## config.mk

```make
export PLATFORM = sky130hd
export DESIGN_NAME = dtree_seq_engine_flat
export DESIGN_NICKNAME = d
export VERILOG_FILES = /design/src/rtl/dtree_seq_engine_if.sv /design/src/rtl/dtree_seq_engine.sv /design/src/flat_wrapper.sv
export SDC_FILE = /design/constraint.sdc
export NUM_CORES = 2
export LEC_CHECK = 0
export ABC_AREA = 1
export BUFFER_PORTS_ARGS = -buffer_cell sky130_fd_sc_hd__buf_4
export CORE_MARGIN = 2
export CORE_UTILIZATION = 25
export DETAILED_ROUTE_END_ITERATION = 12
export PLACE_DENSITY = 0.35
export SETUP_SLACK_MARGIN = 0.4
export SYNTH_ARGS = -nofsm -noshare
export SYNTH_HDL_FRONTEND = slang
export SYNTH_SLANG_ARGS = --single-unit
```

## constraint.sdc

```tcl
create_clock -name clk -period 5.4 [get_ports clk]
set_input_delay 0.54 -clock clk [delete_from_list [all_inputs] [get_ports clk]]
set_output_delay 0.54 -clock clk [all_outputs]
set_load 0.02 [all_outputs]
```

## src/rtl/dtree_seq_engine_if.sv

```systemverilog
// Bus bundle for the sequential decision-tree engine: node-table config port,
// feature-vector input stream and class-result output stream.
interface dtree_seq_engine_if #(
  parameter int N_FEAT    = 5,
  parameter int FEAT_W    = 8,
  parameter int N_NODES   = 64,
  parameter int CLASS_W   = 1,
  parameter int MAX_STEPS = 16
);
  localparam int AW     = $clog2(N_NODES);
  localparam int FI     = $clog2(N_FEAT);
  localparam int KW     = $clog2(FEAT_W + 1);
  localparam int NODE_W = 1 + FI + KW + FEAT_W + 2 * AW;
  localparam int SW     = $clog2(MAX_STEPS + 1);

  // A transfer happens on a rising edge where valid && ready; the source holds
  // its payload stable while valid is high and ready is low.
  logic                     cfg_we;
  logic [AW-1:0]            cfg_addr;
  logic [NODE_W-1:0]        cfg_data;
  logic                     in_valid;
  logic                     in_ready;
  logic [N_FEAT*FEAT_W-1:0] in_feat;
  logic                     out_valid;
  logic                     out_ready;
  logic [CLASS_W-1:0]       out_class;
  logic                     out_err;
  logic [SW-1:0]            out_steps;

  modport master (
    output cfg_we, cfg_addr, cfg_data, in_valid, in_feat, out_ready,
    input  in_ready, out_valid, out_class, out_err, out_steps
  );

  modport slave (
    input  cfg_we, cfg_addr, cfg_data, in_valid, in_feat, out_ready,
    output in_ready, out_valid, out_class, out_err, out_steps
  );
endinterface

```

## src/rtl/dtree_seq_engine.sv

```systemverilog
// Sequential decision-tree classifier: one shared comparator walks a loadable
// node table one node per clock until a leaf or the step limit is reached.
module dtree_seq_engine #(
  parameter int N_FEAT    = 5,
  parameter int FEAT_W    = 8,
  parameter int N_NODES   = 64,
  parameter int CLASS_W   = 1,
  parameter int MAX_STEPS = 16
) (
  input  logic               clk,
  input  logic               rst_n,
  dtree_seq_engine_if.slave  bus,
  output logic [1:0]         o_dbg_state
);
  localparam int AW     = $clog2(N_NODES);
  localparam int FI     = $clog2(N_FEAT);
  localparam int KW     = $clog2(FEAT_W + 1);
  localparam int NODE_W = 1 + FI + KW + FEAT_W + 2 * AW;
  localparam int SW     = $clog2(MAX_STEPS + 1);

  typedef enum logic [1:0] {
    S_IDLE = 2'd0,
    S_WALK = 2'd1,
    S_DONE = 2'd2
  } state_t;

  state_t                   r_state;
  logic [NODE_W-1:0]        r_mem [N_NODES];
  logic [N_FEAT*FEAT_W-1:0] r_feat;
  logic [AW-1:0]            r_ptr;
  logic [SW-1:0]            r_steps;
  logic                     r_in_ready;
  logic                     r_out_valid;
  logic [CLASS_W-1:0]       r_class;
  logic                     r_err;

  logic [NODE_W-1:0] w_node;
  logic              w_leaf;
  logic [FI-1:0]     w_fidx;
  logic [KW-1:0]     w_keep;
  logic [KW-1:0]     w_k;
  logic [KW-1:0]     w_shamt;
  logic [FEAT_W-1:0] w_thr;
  logic [AW-1:0]     w_left;
  logic [AW-1:0]     w_right;
  logic [FEAT_W-1:0] w_feat;
  logic [FEAT_W-1:0] w_v;
  logic [SW-1:0]     w_steps_nx;
  logic              w_accept;
  logic              w_cfg_ok;

  assign w_node  = r_mem[r_ptr];
  assign w_leaf  = w_node[NODE_W-1];
  assign w_fidx  = w_node[NODE_W-2 -: FI];
  assign w_keep  = w_node[NODE_W-2-FI -: KW];
  assign w_thr   = w_node[2*AW +: FEAT_W];
  assign w_left  = w_node[AW +: AW];
  assign w_right = w_node[0 +: AW];

  // keep is clamped to FEAT_W; keep=0 shifts the whole feature out (v=0).
  assign w_k        = (w_keep > KW'(FEAT_W)) ? KW'(FEAT_W) : w_keep;
  assign w_shamt    = KW'(FEAT_W) - w_k;
  assign w_v        = w_feat >> w_shamt;
  assign w_steps_nx = r_steps + SW'(1);

  // Feature indices past N_FEAT match no slot and read as zero.
  always_comb begin
    w_feat = '0;
    for (int f = 0; f < N_FEAT; f++) begin
      if (w_fidx == FI'(f)) w_feat = r_feat[f*FEAT_W +: FEAT_W];
    end
  end

  assign w_accept = bus.in_valid && r_in_ready;
  assign w_cfg_ok = (r_state == S_IDLE) && bus.cfg_we && (int'(bus.cfg_addr) < N_NODES);

  always_ff @(posedge clk or negedge rst_n) begin
    if (!rst_n) begin
      for (int i = 0; i < N_NODES; i++) r_mem[i] <= '0;
    end else if (w_cfg_ok) begin
      r_mem[bus.cfg_addr] <= bus.cfg_data;
    end
  end

  always_ff @(posedge clk or negedge rst_n) begin
    if (!rst_n) begin
      r_state     <= S_IDLE;
      r_feat      <= '0;
      r_ptr       <= '0;
      r_steps     <= '0;
      r_in_ready  <= 1'b1;
      r_out_valid <= 1'b0;
      r_class     <= '0;
      r_err       <= 1'b0;
    end else begin
      case (r_state)
        S_IDLE: begin
          if (w_accept) begin
            r_feat     <= bus.in_feat;
            r_ptr      <= '0;
            r_steps    <= '0;
            r_in_ready <= 1'b0;
            r_state    <= S_WALK;
          end
        end
        S_WALK: begin
          r_steps <= w_steps_nx;
          if (w_leaf) begin
            r_class     <= w_node[CLASS_W-1:0];
            r_err       <= 1'b0;
            r_out_valid <= 1'b1;
            r_state     <= S_DONE;
          end else if (w_steps_nx == SW'(MAX_STEPS)) begin
            r_class     <= '0;
            r_err       <= 1'b1;
            r_out_valid <= 1'b1;
            r_state     <= S_DONE;
          end else begin
            r_ptr <= (w_v <= w_thr) ? w_left : w_right;
          end
        end
        S_DONE: begin
          if (bus.out_ready) begin
            r_out_valid <= 1'b0;
            r_in_ready  <= 1'b1;
            r_state     <= S_IDLE;
          end
        end
        default: begin
          r_state     <= S_IDLE;
          r_in_ready  <= 1'b1;
          r_out_valid <= 1'b0;
        end
      endcase
    end
  end

  assign bus.in_ready  = r_in_ready;
  assign bus.out_valid = r_out_valid;
  assign bus.out_class = r_class;
  assign bus.out_err   = r_err;
  assign bus.out_steps = r_steps;
  assign o_dbg_state   = r_state;
endmodule

```

## src/flat_wrapper.sv

```systemverilog
// flat-port wrapper written by rule: the top's interface ports become plain ports
module dtree_seq_engine_flat 
#(
  parameter int N_FEAT    = 5,
  parameter int FEAT_W    = 8,
  parameter int N_NODES   = 64,
  parameter int CLASS_W   = 1,
  parameter int MAX_STEPS = 16
)
  (clk, rst_n, o_dbg_state, bus_cfg_we, bus_cfg_addr, bus_cfg_data, bus_in_valid, bus_in_feat, bus_out_ready, bus_in_ready, bus_out_valid, bus_out_class, bus_out_err, bus_out_steps);
  dtree_seq_engine_if #(.N_FEAT(N_FEAT), .FEAT_W(FEAT_W), .N_NODES(N_NODES), .CLASS_W(CLASS_W), .MAX_STEPS(MAX_STEPS)) bus_i ();
  input  logic clk;
  input  logic rst_n;
  output logic [1:0] o_dbg_state;
  input wire logic [$bits(bus_i.cfg_we)-1:0] bus_cfg_we;
  input wire logic [$bits(bus_i.cfg_addr)-1:0] bus_cfg_addr;
  input wire logic [$bits(bus_i.cfg_data)-1:0] bus_cfg_data;
  input wire logic [$bits(bus_i.in_valid)-1:0] bus_in_valid;
  input wire logic [$bits(bus_i.in_feat)-1:0] bus_in_feat;
  input wire logic [$bits(bus_i.out_ready)-1:0] bus_out_ready;
  output wire logic [$bits(bus_i.in_ready)-1:0] bus_in_ready;
  output wire logic [$bits(bus_i.out_valid)-1:0] bus_out_valid;
  output wire logic [$bits(bus_i.out_class)-1:0] bus_out_class;
  output wire logic [$bits(bus_i.out_err)-1:0] bus_out_err;
  output wire logic [$bits(bus_i.out_steps)-1:0] bus_out_steps;
  assign bus_i.cfg_we = bus_cfg_we;
  assign bus_i.cfg_addr = bus_cfg_addr;
  assign bus_i.cfg_data = bus_cfg_data;
  assign bus_i.in_valid = bus_in_valid;
  assign bus_i.in_feat = bus_in_feat;
  assign bus_i.out_ready = bus_out_ready;
  assign bus_in_ready = bus_i.in_ready;
  assign bus_out_valid = bus_i.out_valid;
  assign bus_out_class = bus_i.out_class;
  assign bus_out_err = bus_i.out_err;
  assign bus_out_steps = bus_i.out_steps;
  dtree_seq_engine #(.N_FEAT(N_FEAT), .FEAT_W(FEAT_W), .N_NODES(N_NODES), .CLASS_W(CLASS_W), .MAX_STEPS(MAX_STEPS)) u_core (.clk(clk), .rst_n(rst_n), .bus(bus_i), .o_dbg_state(o_dbg_state));
endmodule
```

==> flow_summary.toml <==
[worst_setup_path]
cp.arrival_ps = 5530
critPathKind = "reg2reg"
cp.required_ps = 6180
crit_fanout = 46
end_kind = "flop"
start_kind = "flop"

[route]
routed_wl_mm = 347.6
firstDrtPassIters = 5
post_drt_wl_per_cell_um = 24.74
vias_per_cell = 4.994
antenna_left = 0
vias = 70170
post-route-drc-count = 0
drtIter0Drc = 6685

[synthesis]
synth_area_sq_um = 82940
syn_area_per_cell_sq_um = 8.490
seq_area_frac_synth_pct = 55.79
ys_async_sr_fraction_pct = 100.0
synth_edf_count = 0
ys_types = 48
syn_inst = 9770
syn-num-nets = 9860
ys_seq_elements = 1849
synth_ff_type = "dfrtp_1"
ys_warn_count = 0

[cells_and_area]
multi_input_area_sq_um = 32510
n_fill_cell = 35090
fin_util_pct = 29.30
final_area_sq_um = 96760
final_common_cell = "nand2_1"
drive_gt1_share_pct = 9.671
final-seq-area_sq_um = 46290
final_cell_mix = "nand2_1, o21ai_0, dfrtp_1, nor2_1, a21oi_1"
num-nets-final = 9591
areaGrowthSynthToFinish_pct = 16.66
final_cells = 14050

[die]
num_rows = 211
ioPinCount = 90
dieArea_sq_um = 336400
die_h_um = 580.0
initial_utilization_pct = 25.11
coreArea_sq_um = 330300
die_x_um = 580.0

[clocking]
clk_path_buf_depth = 4
clkSlewWorstSetupHoldPaths_ps = 60
cts_sinks = 1849
clk_root_buffer_cell = "clkbuf_16"
tritoncts = "done"
numCtsBuffers = 226
cts_htree_levels = 4
clk_latency_ps = 910

[global_route]
met3_usage_pct = 2.048
grt_max_degree = 164
gr-usage-met2_pct = 32.88
antenna_found_initial = 20
grtUsageTotal_pct = 20.10
grt_first_pass_wirelength_mm = 507.7
grt_pass1_vias = 70160
grt_busiest_layer = "met2"
grt_util_met1_pct = 28.28
overflow = 0

[timing]
worst_slew_pin_slew_ps = 1228
slew_headroom_pct = 17.11
layout_setup_ws_ps = 647.6
timing.fmax_mhz = 210.4
finalMaxSlewViolations = 0
rsz0062_at_grt = "no"
finalSetupViolations = 0
finalHoldViolCount = 0
whs_ps = 166.8
fin_crit_ps = 4752
fin_skew_ps = 67.61
fin_crit_sh_pct = 88.01

[placement]
routabilityCongestion = 0.7966
portBuffers = 89
dp_hpwl_mm = 187.4
placed_area_sq_um = 87750
post-place-cells = 13560
dp_worst_setup_slack_ps = 105.1

[worst_hold_path]
min_path_type = "in2reg"

[outcome]
outcome = "complete, no violations"

[power]
irDropWorstVdd_mv = 0.5807
p_leak_nw = 41.54
p_per_area_nw_per_um2 = 565.2

[flow_run]
maxCapViolCount = 0
state kept, by name (all words and copies together) (netlist names):
signal	cells
u_core.r_feat	40
u_core.bus.out_class	1
u_core.o_dbg_state	2
u_core.bus.out_err	1
u_core.bus.in_ready	1
u_core.bus.out_steps	5
u_core.bus.out_valid	1
u_core.r_mem	1792
u_core.r_ptr	6
through the flow:
step,total power [mW],TNS (ps)
finish,54.68,0
global route,57.88,0
CTS,54.57,0
detailed placement,37.90,0
global placement,38.06,-6.829
floorplan,28.95,0
cells by family (layout without fill, tap and decap cells):
family	count (synthesis)	count (layout)	synth area share, %
AO/OA/AOI/OAI	3178	3178	21.10
XOR/XNOR	4	4	0.06488
AND/OR/NAND/NOR	3698	3699	17.32
flip-flops	1849	1849	55.79
adder cells (fa/ha/maj)	11	11	0.1659
buffers and inverters	1030	937	5.556
other	0	7	0
routing by layer:
| layer | vias to the layer above | wire, um | share of wire [%] |
|---|---|---|---|
| li1 | 32520 | - | - |
| met2 | 1696 | 160900 | 46 |
| met5 | - | 0 | 0 |
| met4 | 0 | 8402 | 2.4 |
| met3 | 378 | 14040 | 4.0 |
| met1 | 35570 | 164200 | 47 |
cell usage after synthesis (28+ instances only):
cell | instances | area [sq um]
nand3_1 | 283 | 1416
a32o_1 | 80 | 800.8
inv_1 | 36 | 135.1
o21ai_1 | 52 | 260.3
nand2_1 | 2929 | 10990
a221oi_1 | 124 | 1086
o22ai_1 | 145 | 907.1
buf_2 | 157 | 785.8
clkinv_1 | 29 | 108.9
nor2_1 | 448 | 1682
buf_4 | 85 | 638.1
o21ai_0 | 2264 | 11330
dfrtp_1 | 1848 | 46240
buf_6 | 28 | 315.3
o221ai_1 | 85 | 744.5
a21oi_1 | 363 | 1817
clkbuf_1 | 665 | 2496
final cells by class:
cell class              count  area share [%]
clock buffers             338           6.966
repair inverters            3         0.04397
inverters                  76          0.3595
diodes                      7         0.01810
flip-flops and latches   1849           47.84
clock inverters            67          0.9065
multi-input cells        6892           33.60
repair buffers            453           4.616
well taps                4366           5.646
worst paths after layout:
path	from	endpoint	slack (ps)	depth (start not counted)
worst max-delay path	u_core.r_ptr[1]$_DFFE_PN0P_	u_core.r_ptr[2]$_DFFE_PN0P_	650	26
worst min-delay path	bus_in_valid	u_core.r_feat[37]$_DFFE_PN0P_	170	4
worst max register to register	u_core.r_ptr[1]$_DFFE_PN0P_	u_core.r_ptr[2]$_DFFE_PN0P_	650	26
worst min register to register	u_core.bus.in_ready$_DFFE_PN1P_	u_core.bus.in_ready$_DFFE_PN1P_	470	2
max in group asynchronous	rst_n	u_core.r_mem[1370]$_DFFE_PN0P_	3370	3
min in group asynchronous	rst_n	u_core.r_mem[848]$_DFFE_PN0P_	340	2
where the power goes:
group          switching, mW  internal (mW)  total, mW
logic                   15.3           7.03       22.4
clock network           6.38           9.51       15.9
registers              0.984           15.5       16.4
worst max-delay path, stage by stage (launching register included):
cell and delay, ps:
dfrtp_4 460, buf_6 300, buf_16 290, o21ai_0 140
o22ai_1 160, o21ai_0 150, o221ai_1 270, nand3_2 250
nand2_4 190, nand2_1 70, ha_1 260, xor2_4 250
nand2_2 120, inv_2 60, nand3_1 60, o21ai_1 90
ha_1 260, buf_4 130, nand2_1 40, inv_1 40
a32oi_2 240, buf_4 190, inv_1 140, a21oi_1 150
nand2_1 60, nand3_1 80, o21ai_1 80
repair_timing:
action / CTS / global route
endpoints found under the hold margin: 126 / 0
pin swaps: 0 / 10
resized for setup: 18 / 55
endpoints found under the setup margin: 6 / 6
cloned: 7 / 11
buffers inserted: 5 / 12
hold buffers: 43 / 0
No activity file was read; power rests on OpenSTA's default activity.
